**src/rtl/uart_rx.sv**
```systemverilog
// rtl/uart_rx.sv - 8-bit UART receiver with mid-bit sampling; optional even parity via UART_RX_PARITY_EN
module uart_rx #(
  parameter int CLK_FREQ  = 50_000_000,
  parameter int BAUD_RATE = 9600
) (
  input  logic       clk,
  input  logic       rst,
  input  logic       rx,
  output logic [7:0] data_out,
  output logic       data_valid,
  output logic       frame_err,
  output logic       parity_err,
  output logic       busy
);

  // Clocks per bit and the bit-period counter geometry.
  localparam int T  = CLK_FREQ / BAUD_RATE;
  localparam int CW = (T > 1) ? $clog2(T) : 1;
  localparam logic [CW-1:0] C_HALF = CW'(T / 2 - 1);
  localparam logic [CW-1:0] C_FULL = CW'(T - 1);
  localparam logic [CW-1:0] C_ONE  = CW'(1);

  typedef enum logic [2:0] {
    S_IDLE    = 3'd0,
    S_START   = 3'd1,
    S_DATA    = 3'd2,
`ifdef UART_RX_PARITY_EN
    S_PARITY  = 3'd3,
`endif
    S_STOP    = 3'd4,
    S_RECOVER = 3'd5
  } state_t;

  // Synchronizer flops; both idle high like the line itself.
  logic          r_rx_meta;
  logic          r_rx_s;

  state_t        r_state;
  state_t        w_next_state;

  logic [CW-1:0] r_cnt;
  logic [2:0]    r_idx;
  logic [7:0]    r_shift;

  logic [7:0]    r_data_out;
  logic          r_data_valid;
  logic          r_frame_err;
  logic          r_busy;

  logic          w_cnt_hit;
  logic          w_mismatch;
  logic          w_load;
  logic          w_ferr;

`ifdef UART_RX_PARITY_EN
  logic          r_mismatch;
  logic          r_parity_err;
  logic          w_perr;
`endif

  // Two-flop synchronizer bringing the asynchronous line into the clk domain.
  always_ff @(posedge clk or negedge rst) begin
    if (!rst) begin
      r_rx_meta <= 1'b1;
      r_rx_s    <= 1'b1;
    end else begin
      r_rx_meta <= rx;
      r_rx_s    <= r_rx_meta;
    end
  end

  // The start bit is checked at its midpoint; every later bit one full period on.
  assign w_cnt_hit = (r_state == S_START) ? (r_cnt == C_HALF) : (r_cnt == C_FULL);

`ifdef UART_RX_PARITY_EN
  assign w_mismatch = r_mismatch;
`else
  assign w_mismatch = 1'b0;
`endif

  // FSM state register.
  always_ff @(posedge clk or negedge rst) begin
    if (!rst) begin
      r_state <= S_IDLE;
    end else begin
      r_state <= w_next_state;
    end
  end

  // FSM next-state logic.
  always_comb begin
    w_next_state = r_state;
    case (r_state)
      S_IDLE: begin
        if (!r_rx_s) begin
          w_next_state = S_START;
        end
      end
      S_START: begin
        // A line that is high again at mid-start was only a glitch.
        if (w_cnt_hit) begin
          w_next_state = r_rx_s ? S_IDLE : S_DATA;
        end
      end
      S_DATA: begin
        if (w_cnt_hit && (r_idx == 3'd7)) begin
`ifdef UART_RX_PARITY_EN
          w_next_state = S_PARITY;
`else
          w_next_state = S_STOP;
`endif
        end
      end
`ifdef UART_RX_PARITY_EN
      S_PARITY: begin
        if (w_cnt_hit) begin
          w_next_state = S_STOP;
        end
      end
`endif
      S_STOP: begin
        // A low stop bit may be a line break, so wait for the line to return high.
        if (w_cnt_hit) begin
          w_next_state = r_rx_s ? S_IDLE : S_RECOVER;
        end
      end
      S_RECOVER: begin
        if (r_rx_s) begin
          w_next_state = S_IDLE;
        end
      end
      default: begin
        w_next_state = S_IDLE;
      end
    endcase
  end

  // FSM output decode: frame verdict at the stop-bit sample point.
  always_comb begin
    w_load = 1'b0;
    w_ferr = 1'b0;
`ifdef UART_RX_PARITY_EN
    w_perr = 1'b0;
`endif
    if ((r_state == S_STOP) && w_cnt_hit) begin
      w_load = r_rx_s && !w_mismatch;
      w_ferr = !r_rx_s;
`ifdef UART_RX_PARITY_EN
      w_perr = w_mismatch;
`endif
    end
  end

  // Bit-period counter; wraps to zero at every sample point.
  always_ff @(posedge clk or negedge rst) begin
    if (!rst) begin
      r_cnt <= '0;
    end else if ((r_state == S_IDLE) || (r_state == S_RECOVER) || w_cnt_hit) begin
      r_cnt <= '0;
    end else begin
      r_cnt <= r_cnt + C_ONE;
    end
  end

  // Data bit index; wraps back to zero after the eighth bit.
  always_ff @(posedge clk or negedge rst) begin
    if (!rst) begin
      r_idx <= 3'd0;
    end else if (r_state == S_IDLE) begin
      r_idx <= 3'd0;
    end else if ((r_state == S_DATA) && w_cnt_hit) begin
      r_idx <= r_idx + 3'd1;
    end
  end

  // Assemble the byte LSB first at each data sample point.
  always_ff @(posedge clk or negedge rst) begin
    if (!rst) begin
      r_shift <= 8'h00;
    end else if ((r_state == S_DATA) && w_cnt_hit) begin
      r_shift[r_idx] <= r_rx_s;
    end
  end

`ifdef UART_RX_PARITY_EN
  // Even-parity check: data plus parity bit must XOR to zero.
  always_ff @(posedge clk or negedge rst) begin
    if (!rst) begin
      r_mismatch <= 1'b0;
    end else if (r_state == S_IDLE) begin
      r_mismatch <= 1'b0;
    end else if ((r_state == S_PARITY) && w_cnt_hit) begin
      r_mismatch <= ^{r_shift, r_rx_s};
    end
  end

  // Parity error strobe.
  always_ff @(posedge clk or negedge rst) begin
    if (!rst) begin
      r_parity_err <= 1'b0;
    end else begin
      r_parity_err <= w_perr;
    end
  end

  assign parity_err = r_parity_err;
`else
  assign parity_err = 1'b0;
`endif

  // Registered outputs: result strobes, held byte and busy flag.
  always_ff @(posedge clk or negedge rst) begin
    if (!rst) begin
      r_data_out   <= 8'h00;
      r_data_valid <= 1'b0;
      r_frame_err  <= 1'b0;
      r_busy       <= 1'b0;
    end else begin
      r_data_valid <= w_load;
      r_frame_err  <= w_ferr;
      r_busy       <= (w_next_state != S_IDLE);
      if (w_load) begin
        r_data_out <= r_shift;
      end
    end
  end

  assign data_out   = r_data_out;
  assign data_valid = r_data_valid;
  assign frame_err  = r_frame_err;
  assign busy       = r_busy;

endmodule

```
**config.mk**
```make
export PLATFORM = sky130hd
export DESIGN_NAME = uart_rx
export DESIGN_NICKNAME = d
export VERILOG_FILES = /design/src/rtl/uart_rx.sv
export SDC_FILE = /design/constraint.sdc
export NUM_CORES = 1
export LEC_CHECK = 0
export ABC_AREA = 1
export CAP_MARGIN = 40
export CORE_MARGIN = 3
export CORE_UTILIZATION = 45
export DETAILED_ROUTE_END_ITERATION = 8
export PLACE_DENSITY = 0.62
export SYNTH_ARGS = -nofsm -noshare
export SYNTH_HDL_FRONTEND = slang
export SYNTH_SLANG_ARGS = --single-unit
```
**constraint.sdc**
```tcl
create_clock -name clk -period 3.3 [get_ports clk]
set_input_delay 0.495 -clock clk [delete_from_list [all_inputs] [get_ports clk]]
set_output_delay 0.495 -clock clk [all_outputs]
set_load 0.01 [all_outputs]
```
==> results.cfg, run 1 <==
[logic_synthesis]
synth_edf_count = 0
ys.flop_type = dfrtp_1
syn_area_per_cell_sq_um = 8.37
synth.distinct_cells = 31
synthTopCellsByCount = nand2_1, inv_1, dfrtp_1, nor2_1, nand4_1
synth_top_area_frac = 0.458
synth_area_leader_cell = dfrtp_1
yosys.cell_count.top_type = nand2_1
synthesis.instances = 248
syn_area_sq_um = 2080
ys_seq_elements = 40
ys_warn_count = 0
synth_area_leaders = dfrtp_1, nand2_1, inv_1
synthesis.nets = 254
ys_async_sr_fraction = 1.00
ys_seq_area_frac = 0.483

[detailed_routing]
first_iter_violations = 81
drtAntennaViolNets = 0
vias = 1517
wl_per_cell_microns = 11.1
wirelength_mm = 3.53
drc = 0
via_per_inst = 4.77
first_pass_iters = 6

[cts]
cts.path.max_buffers = 2
htreeDepth = 2
cts-resized-gates = 0
post_cts_buffers = 0
cts_root_buf = clkbuf_8
worstSkewPairLatency_ns = 0.29
cts_tree = done
cts_buffers = 5
clock-sinks = 40
clkSlewWorstSetupHoldPaths_ns = 0.08
ctsHoldBuffers = 0

[worst_setup_path]
worstSetupEndpointType = output pin
crit_chain = clkdlybuf4s50_1
critPathBufInv = 1
crit_required_ns = 2.80
crit_path_top_delay_cell = clkdlybuf4s50_1
worstSetupStartpointType = register
critPathKind = register to output pin
crit_fanout = 2
cpLargestDelayFamily = buffers and inverters
cp.arrival_ns = 1.21
cpPeakStageDelay_ns = 0.55
startpoint = data_out[5]
r2r-start = r_cnt[0]

[global_route]
grt_max_degree = 21
grt_pass1_vias = 1398
grt_usage = 0.150
grt_antenna_before_repair = 0
grt_pass1_wl_mm = 6.33
grt-ovfl-total = 0

[pwr]
leakagePower_uw = 0.00124
peakVddDrop_mv = 0.185
power_density_nw_per_um2 = 352
power.total_uw = 832

[layout]
final-seq-area_sq_um = 1000
fillers = 436
layout-drive-gt1-share = 0.135
area_delta_synth_final_pct = 13.8
nets = 271
n_antenna_cell = 0
multiInputGateArea_sq_um = 850

[timing]
hold_viol_final = 0
rsz0062_at_grt = false
min_period_ns = 1.70
setup_viol = 0
fin_crit_sh = 0.516
fmax_mhz = 588
drv_slew = 0
fin_skew_ns = 0.0138
tns_ns = 0

[floorplanning]
start_util = 0.471
die_x_microns = 73.9
die_area_sq_um = 5470
placementRows = 24
coreArea_sq_um = 4410
boundaryPins = 15
die_y_microns = 73.9

[place]
gp_congestion = 0.804
dp_hpwl_mm = 2.58
port-buffer-count = 13

[run]
cap_violations = 0

[status]
outcome = completed

[worst_hold_path]
hold_path.class = input port to asynchronous set/reset pin
[layout by cell type, fill, tap and decap left out, types with 3 or more instances in the layout]
cell / Yosys / routed
a21oi_1: 4 / 4
clkbuf_8: 0 / 5
clkdlybuf4s50_1: 0 / 12
dfrtp_1: 38 / 38
ha_1: 3 / 3
inv_1: 43 / 43
inv_2: 3 / 3
nand2_1: 62 / 62
nand3_1: 12 / 12
nand3_2: 4 / 4
nand4_1: 13 / 13
nor2_1: 22 / 22
nor3_1: 7 / 7
nor3b_1: 3 / 3
o21ai_0: 3 / 3
o21ai_2: 8 / 8
[through the flow]
stage          setup slack, ns  std cells  utilization  hold slack, ns  cell area (sq um)
2_1_floorplan             1.79        248            -           0.199               2080
3_3_place_gp              1.66        308        0.504           0.346               2220
3_5_place_dp              1.64        310        0.516           0.349               2280
4_1_cts                   1.59        318        0.535           0.202               2360
5_1_grt                   1.37        318        0.535           0.196               2360
6_report                  1.60        318        0.535           0.202               2360
[final cells by class]
type                            instances  share of cell area
Sequential cell                        40               0.425
Multi-Input combinational cell        155               0.359
Timing Repair Buffer                   15              0.0762
Inverter                               48              0.0762
Clock buffer                            6              0.0307
Tap cell                               52              0.0275
Clock inverter                          2             0.00529
[per-layer routing]
layer  track usage  share of wire  wire length, microns  vias up
met5             0              0                     0        -
met4        0.0604          0.017                    60        0
met3        0.0419          0.032                   113        6
met2         0.229           0.44                  1570       16
met1         0.200           0.51                  1790      693
li1              -              -                     -      802
[kinds of logic (layout without fill, tap and decap cells)]
group	after synthesis	count (layout)	share of synthesized area
AO/OA/AOI/OAI	16	16	0.0530
XOR/XNOR	3	3	0.0127
adder cells (fa/ha/maj)	3	3	0.0181
buffers and inverters	53	71	0.108
flip-flops	40	40	0.483
other	1	1	0.00181
AND/OR/NAND/NOR	132	132	0.323
[state kept, by name, summed over array words and instances (netlist names)]
| name | flops |
|---|---|
| frame_err | 1 |
| data_valid | 1 |
| r_idx | 3 |
| r_rx_s | 1 |
| r_cnt | 13 |
| r_state | 3 |
| r_rx_meta | 1 |
| busy | 1 |
| r_shift | 8 |
| data_out | 8 |
[final timing paths]
kind | endpoint | slack, ns | depth (start not counted)
min | data_valid | 0.20 | 2
max in group asynchronous | r_rx_meta | 2.88 | 2
max reg2reg | r_cnt[12] | 1.64 | 9
max | data_out[5] | 1.60 | 1
min reg2reg | r_rx_s | 0.36 | 0
min in group clk | r_rx_s | 0.36 | 0
[power by group]
part           switching [uW]  internal (uW)  total [uW]
logic                    13.1           8.25        21.4
registers                1.31            492         493
clock network             170            148         318
Power figures use the tool's default switching activity.
==> run 2, diff against run 1 <==
==> constraint.sdc (replaced) <==
create_clock -name clk -period 1.6 [get_ports clk]
set_input_delay 0.24 -clock clk [delete_from_list [all_inputs] [get_ports clk]]
set_output_delay 0.24 -clock clk [all_outputs]
set_load 0.01 [all_outputs]
==> results.cfg, run 2 (same netlist as run 1, synthesis figures left out) <==
[status]
outcome = complete, but fails checks
violations = negative hold slack

[global_route]
grt_pass1_wl_mm = 6.44
grt_usage = 0.154
grt-ovfl-total = 0
grt_antenna_before_repair = 0
grt_pass1_vias = 1442
grt_max_degree = 41

[pwr]
power.total_uw = 1710
leakagePower_uw = 0.00136
peakVddDrop_mv = 0.445
power_density_nw_per_um2 = 651

[detailed_routing]
wl_per_cell_microns = 12.1
drtAntennaViolNets = 0
vias = 1658
first_pass_iters = 4
drc = 0
wirelength_mm = 4.17
first_iter_violations = 78
via_per_inst = 4.81

[floorplanning]
die_x_microns = 73.9
boundaryPins = 15
placementRows = 24
die_y_microns = 73.9
coreArea_sq_um = 4410
start_util = 0.471
die_area_sq_um = 5470

[timing]
fmax_mhz = 628
fin_crit_sh = 0.996
setup_viol = 0
drv_slew = 0
fin_skew_ns = 0.0117
rsz0062_at_grt = true
finalWorstSetupSlack_ns = 0.00661
hold_viol_final = 20
min_period_ns = 1.59
whs_ns = -0.0103

[cts]
cts_root_buf = clkbuf_8
htreeDepth = 2
cts_buffers = 5
cts_tree = done
clock-sinks = 40
worstSkewPairLatency_ns = 0.30
cts.path.max_buffers = 2
clkSlewWorstSetupHoldPaths_ns = 0.08

[worst_hold_path]
hold_path.class = input port to asynchronous set/reset pin

[place]
port-buffer-count = 13
place_ws_ns = -0.0152
gp_congestion = 0.746
dp_hpwl_mm = 2.54

[layout]
n_antenna_cell = 0
nets = 298
layout_common_cells = nand2_1, inv_1, dfrtp_1
area_delta_synth_final_pct = 26.7
regMostFlops = r_cnt
largest_register_ffs = 13
layout-drive-gt1-share = 0.276
post-route-util = 0.596
layout_commonest_cell = nand2_1

[worst_setup_path]
cpPeakStageDelay_ns = 0.39
worstSetupEndpointType = register
crit_chain = ha_2 -> nand2_1 -> inv_1 -> nand3_4 -> nor2_4 -> nand4_1 -> nand2_1 -> inv_1
critPathKind = register to register
crit_fanout = 8
cp.arrival_ns = 1.79
worstSetupStartpointType = register
crit_path_top_delay_cell = dfrtp_1
crit_required_ns = 1.80

[run]
cap_violations = 0
[run 2: timing repair]
item	in CTS	in global routing
pin swaps	0	10
hold buffers	0	0
buffers inserted	0	7
gates cloned	0	4
endpoints found under the setup margin	2	25
resized for setup	1	24
[run 2: cell type report]
type	count	area, sq um
tap	52	65.1
sequential	40	1000
inverter	48	183
timing repair buffer	38	313
multi-input combinational	159	983
fill	385	1780
clock inverter	2	12.5
clock buffer	6	72.6
[run 2: worst paths after layout]
check	start	to	slack, ns	cells past startpoint
worst max-delay path	r_cnt[0]	r_shift[5]	0.007	8
worst min-delay path	rst	data_out[2]	-0.01	2
worst max register to register	r_cnt[0]	r_shift[5]	0.007	8
worst min register to register	r_rx_meta	r_rx_s	0.36	0
max in group asynchronous	rst	r_rx_meta	1.24	2
min in group clk	rx	r_rx_meta	0.34	1
[run 2: per-stage QoR]
stage	TNS [ns]	hold slack (ns)	area [sq um]	instances
detailed placement	-0.0232	0.335	2360	326
global placement	-0.0118	0.332	2360	326
finish	0	-0.0103	2630	345
CTS	0	0.0111	2450	334
floorplan	0	-0.0556	2080	248
global route	-1.70	0.0375	2630	345
[run 2: critical path: cells and delay by family, from the launching register on]
kind | cells | cell delay, ns
buffers and inverters | 2 | 0.19
adders and majority gates | 1 | 0.22
and+or+nand+nor | 5 | 0.70
DFF | 1 | 0.39
[run 2: power breakdown]
group / switching, uW / total (uW) / internal [uW]
clock: 357 / 662 / 305
combinational: 24.5 / 31.0 / 6.50
sequential: 6.08 / 1020 / 1010
total: 388 / 1710 / 1330
[run 2: per-layer routing]
metal | part of all wire | GRT usage | vias up
met3 | 0.042 | 0.0459 | 7
met2 | 0.43 | 0.218 | 28
met1 | 0.51 | 0.221 | 753
met4 | 0.016 | 0.0604 | 0
met5 | 0 | 0 | -
li1 | - | - | 870
==> run 3, diff against run 2 <==
--- a/config.mk
+++ b/config.mk
@@ -8,9 +8,9 @@
 export ABC_AREA = 1
 export CAP_MARGIN = 40
 export CORE_MARGIN = 3
-export CORE_UTILIZATION = 45
+export CORE_UTILIZATION = 58
 export DETAILED_ROUTE_END_ITERATION = 8
-export PLACE_DENSITY = 0.62
+export PLACE_DENSITY = 0.77
 export SYNTH_ARGS = -nofsm -noshare
 export SYNTH_HDL_FRONTEND = slang
 export SYNTH_SLANG_ARGS = --single-unit
==> results.cfg, run 3 (same netlist as run 1, synthesis figures left out) <==
[worst_setup_path]
crit_fanout = 6
reg2reg_to = busy
r2r_slack_ns = -0.07
crit_chain = inv_1 -> nand2_1 -> nor2_1 -> nand3_2 -> nand2_4 -> nand3_4 -> nor3_1 -> nor2_1 -> nand3_1
critPathMostFrequentCell = nor2_1
crit_path_top_delay_cell = dfrtp_1
r2r-start = r_cnt[3]
crit_required_ns = 1.90
cpPeakStageDelay_ns = 0.43
startpoint = r_cnt[3]
critPathKind = register to register
r2r_cells = 9
worstSetupEndpointType = register
cp.arrival_ns = 1.97
worstSetupStartpointType = register

[timing]
fin_crit_sh = 1.04
fmax_mhz = 599
hold_viol_final = 0
fin_skew_ns = 0.00626
drv_slew = 0
min_period_ns = 1.67
whs_ns = 0.277
finalWorstSetupSlack_ns = -0.0694
rsz0062_at_grt = true
setup_viol = 12

[global_route]
grt_pass1_vias = 1579
grt_usage = 0.219
grt_max_degree = 24
grt_antenna_before_repair = 0
grt_pass1_wl_mm = 7.08
grt-ovfl-total = 0

[pwr]
power_density_nw_per_um2 = 697
peakVddDrop_mv = 0.411
leakagePower_uw = 0.00133
power.total_uw = 1810

[place]
gp_congestion = 0.799
dp_hpwl_mm = 2.88
port-buffer-count = 13
place_ws_ns = -0.0630
dp_cells = 317

[cts]
worstSkewPairLatency_ns = 0.36
htreeDepth = 2
clock-sinks = 40
cts_tree = done
cts_root_buf = clkbuf_4
clkSlewWorstSetupHoldPaths_ns = 0.11
cts.path.max_buffers = 2
cts_buffers = 5

[layout]
area_delta_synth_final_pct = 24.8
layout-drive-gt1-share = 0.256
fillers = 234
nets = 294
regMostFlops = r_cnt
layout_commonest_cell = nand2_1
layout_common_cells = nand2_1, inv_1, dfrtp_1
post-route-util = 0.765
final_cells = 335
largest_register_ffs = 13
n_antenna_cell = 0

[detailed_routing]
first_iter_violations = 120
wirelength_mm = 4.55
drtAntennaViolNets = 0
wl_per_cell_microns = 13.6
drc = 0
first_pass_iters = 4
via_per_inst = 5.26
vias = 1761

[status]
violations = negative setup slack
outcome = complete, but fails checks

[floorplanning]
die_y_microns = 65.8
die_area_sq_um = 4330
start_util = 0.613
coreArea_sq_um = 3390
die_x_microns = 65.8
boundaryPins = 15
placementRows = 21

[worst_hold_path]
min_to = r_rx_meta
worstHoldStart = rx
min_path_cells = 1
hold_path.class = input port to register

[run]
cap_violations = 0
[run 3: changes by cell type in the layout (fill, tap and decap cells not counted), moves of 2 or more]
cell / change
buf_4: -6
clkbuf_4: +5
clkbuf_8: -3
nand3_2: -2
[run 3: final cells by class]
class | count | area, sq um | share of cell area
flip-flops and latches | 40 | 1000 | 0.387
multi-input cells | 159 | 956 | 0.369
repair buffers | 34 | 298 | 0.115
inverters | 48 | 183 | 0.0705
clock buffers | 7 | 65.1 | 0.0251
well taps | 46 | 57.6 | 0.0222
clock inverters | 1 | 30.0 | 0.0116
[run 3: layer usage]
metal	wire length, microns	GRT usage	vias to the layer above	part of all wire
met5	0	0	-	0
met3	193	0.0561	8	0.042
met2	2320	0.370	32	0.51
li1	-	-	865	-
met4	82	0.0933	0	0.018
met1	1950	0.262	856	0.43
[run 3: metrics by stage]
step	TNS (ns)	area (sq um)
3_3_place_gp	-0.00323	2340
4_1_cts	-0.0137	2490
6_report	-0.412	2590
2_1_floorplan	0	2080
3_5_place_dp	-0.0882	2340
5_1_grt	-2.65	2590
[run 3: repair_timing]
| item | in CTS | in global routing |
|---|---|---|
| hold endpoints to repair | 17 | 0 |
| hold buffers | 1 | 0 |
| setup endpoints to repair | 9 | 32 |
| setup buffers | 2 | 3 |
| pin swaps | 1 | 9 |
| resized for setup | 6 | 13 |
| gates cloned | 0 | 4 |
[run 3: report_power, final]
part	internal [uW]	switching (uW)	leakage (uW)
Combinational	11.3	25.5	0.000750
Sequential	1020	4.23	0.000532
Clock	415	336	0.0000515
[run 3: worst max-delay path, delay by kind of cell (launching register included)]
kind,cells,cell delay [ns]
flip-flops,1,0.43
buffers and inverters,1,0.11
AND/OR/NAND/NOR,8,1.07
[run 3: how the worst max path moves through the flow]
stage,to,slack [ns],cells after the start
after detailed placement,r_cnt[9],-0.06,9
after CTS,r_shift[2],-0.009,10
after global placement,r_cnt[12],-0.003,9
after floorplan,r_shift[0],0.09,11
after global routing,r_shift[2],-0.16,11
final,busy,-0.07,9
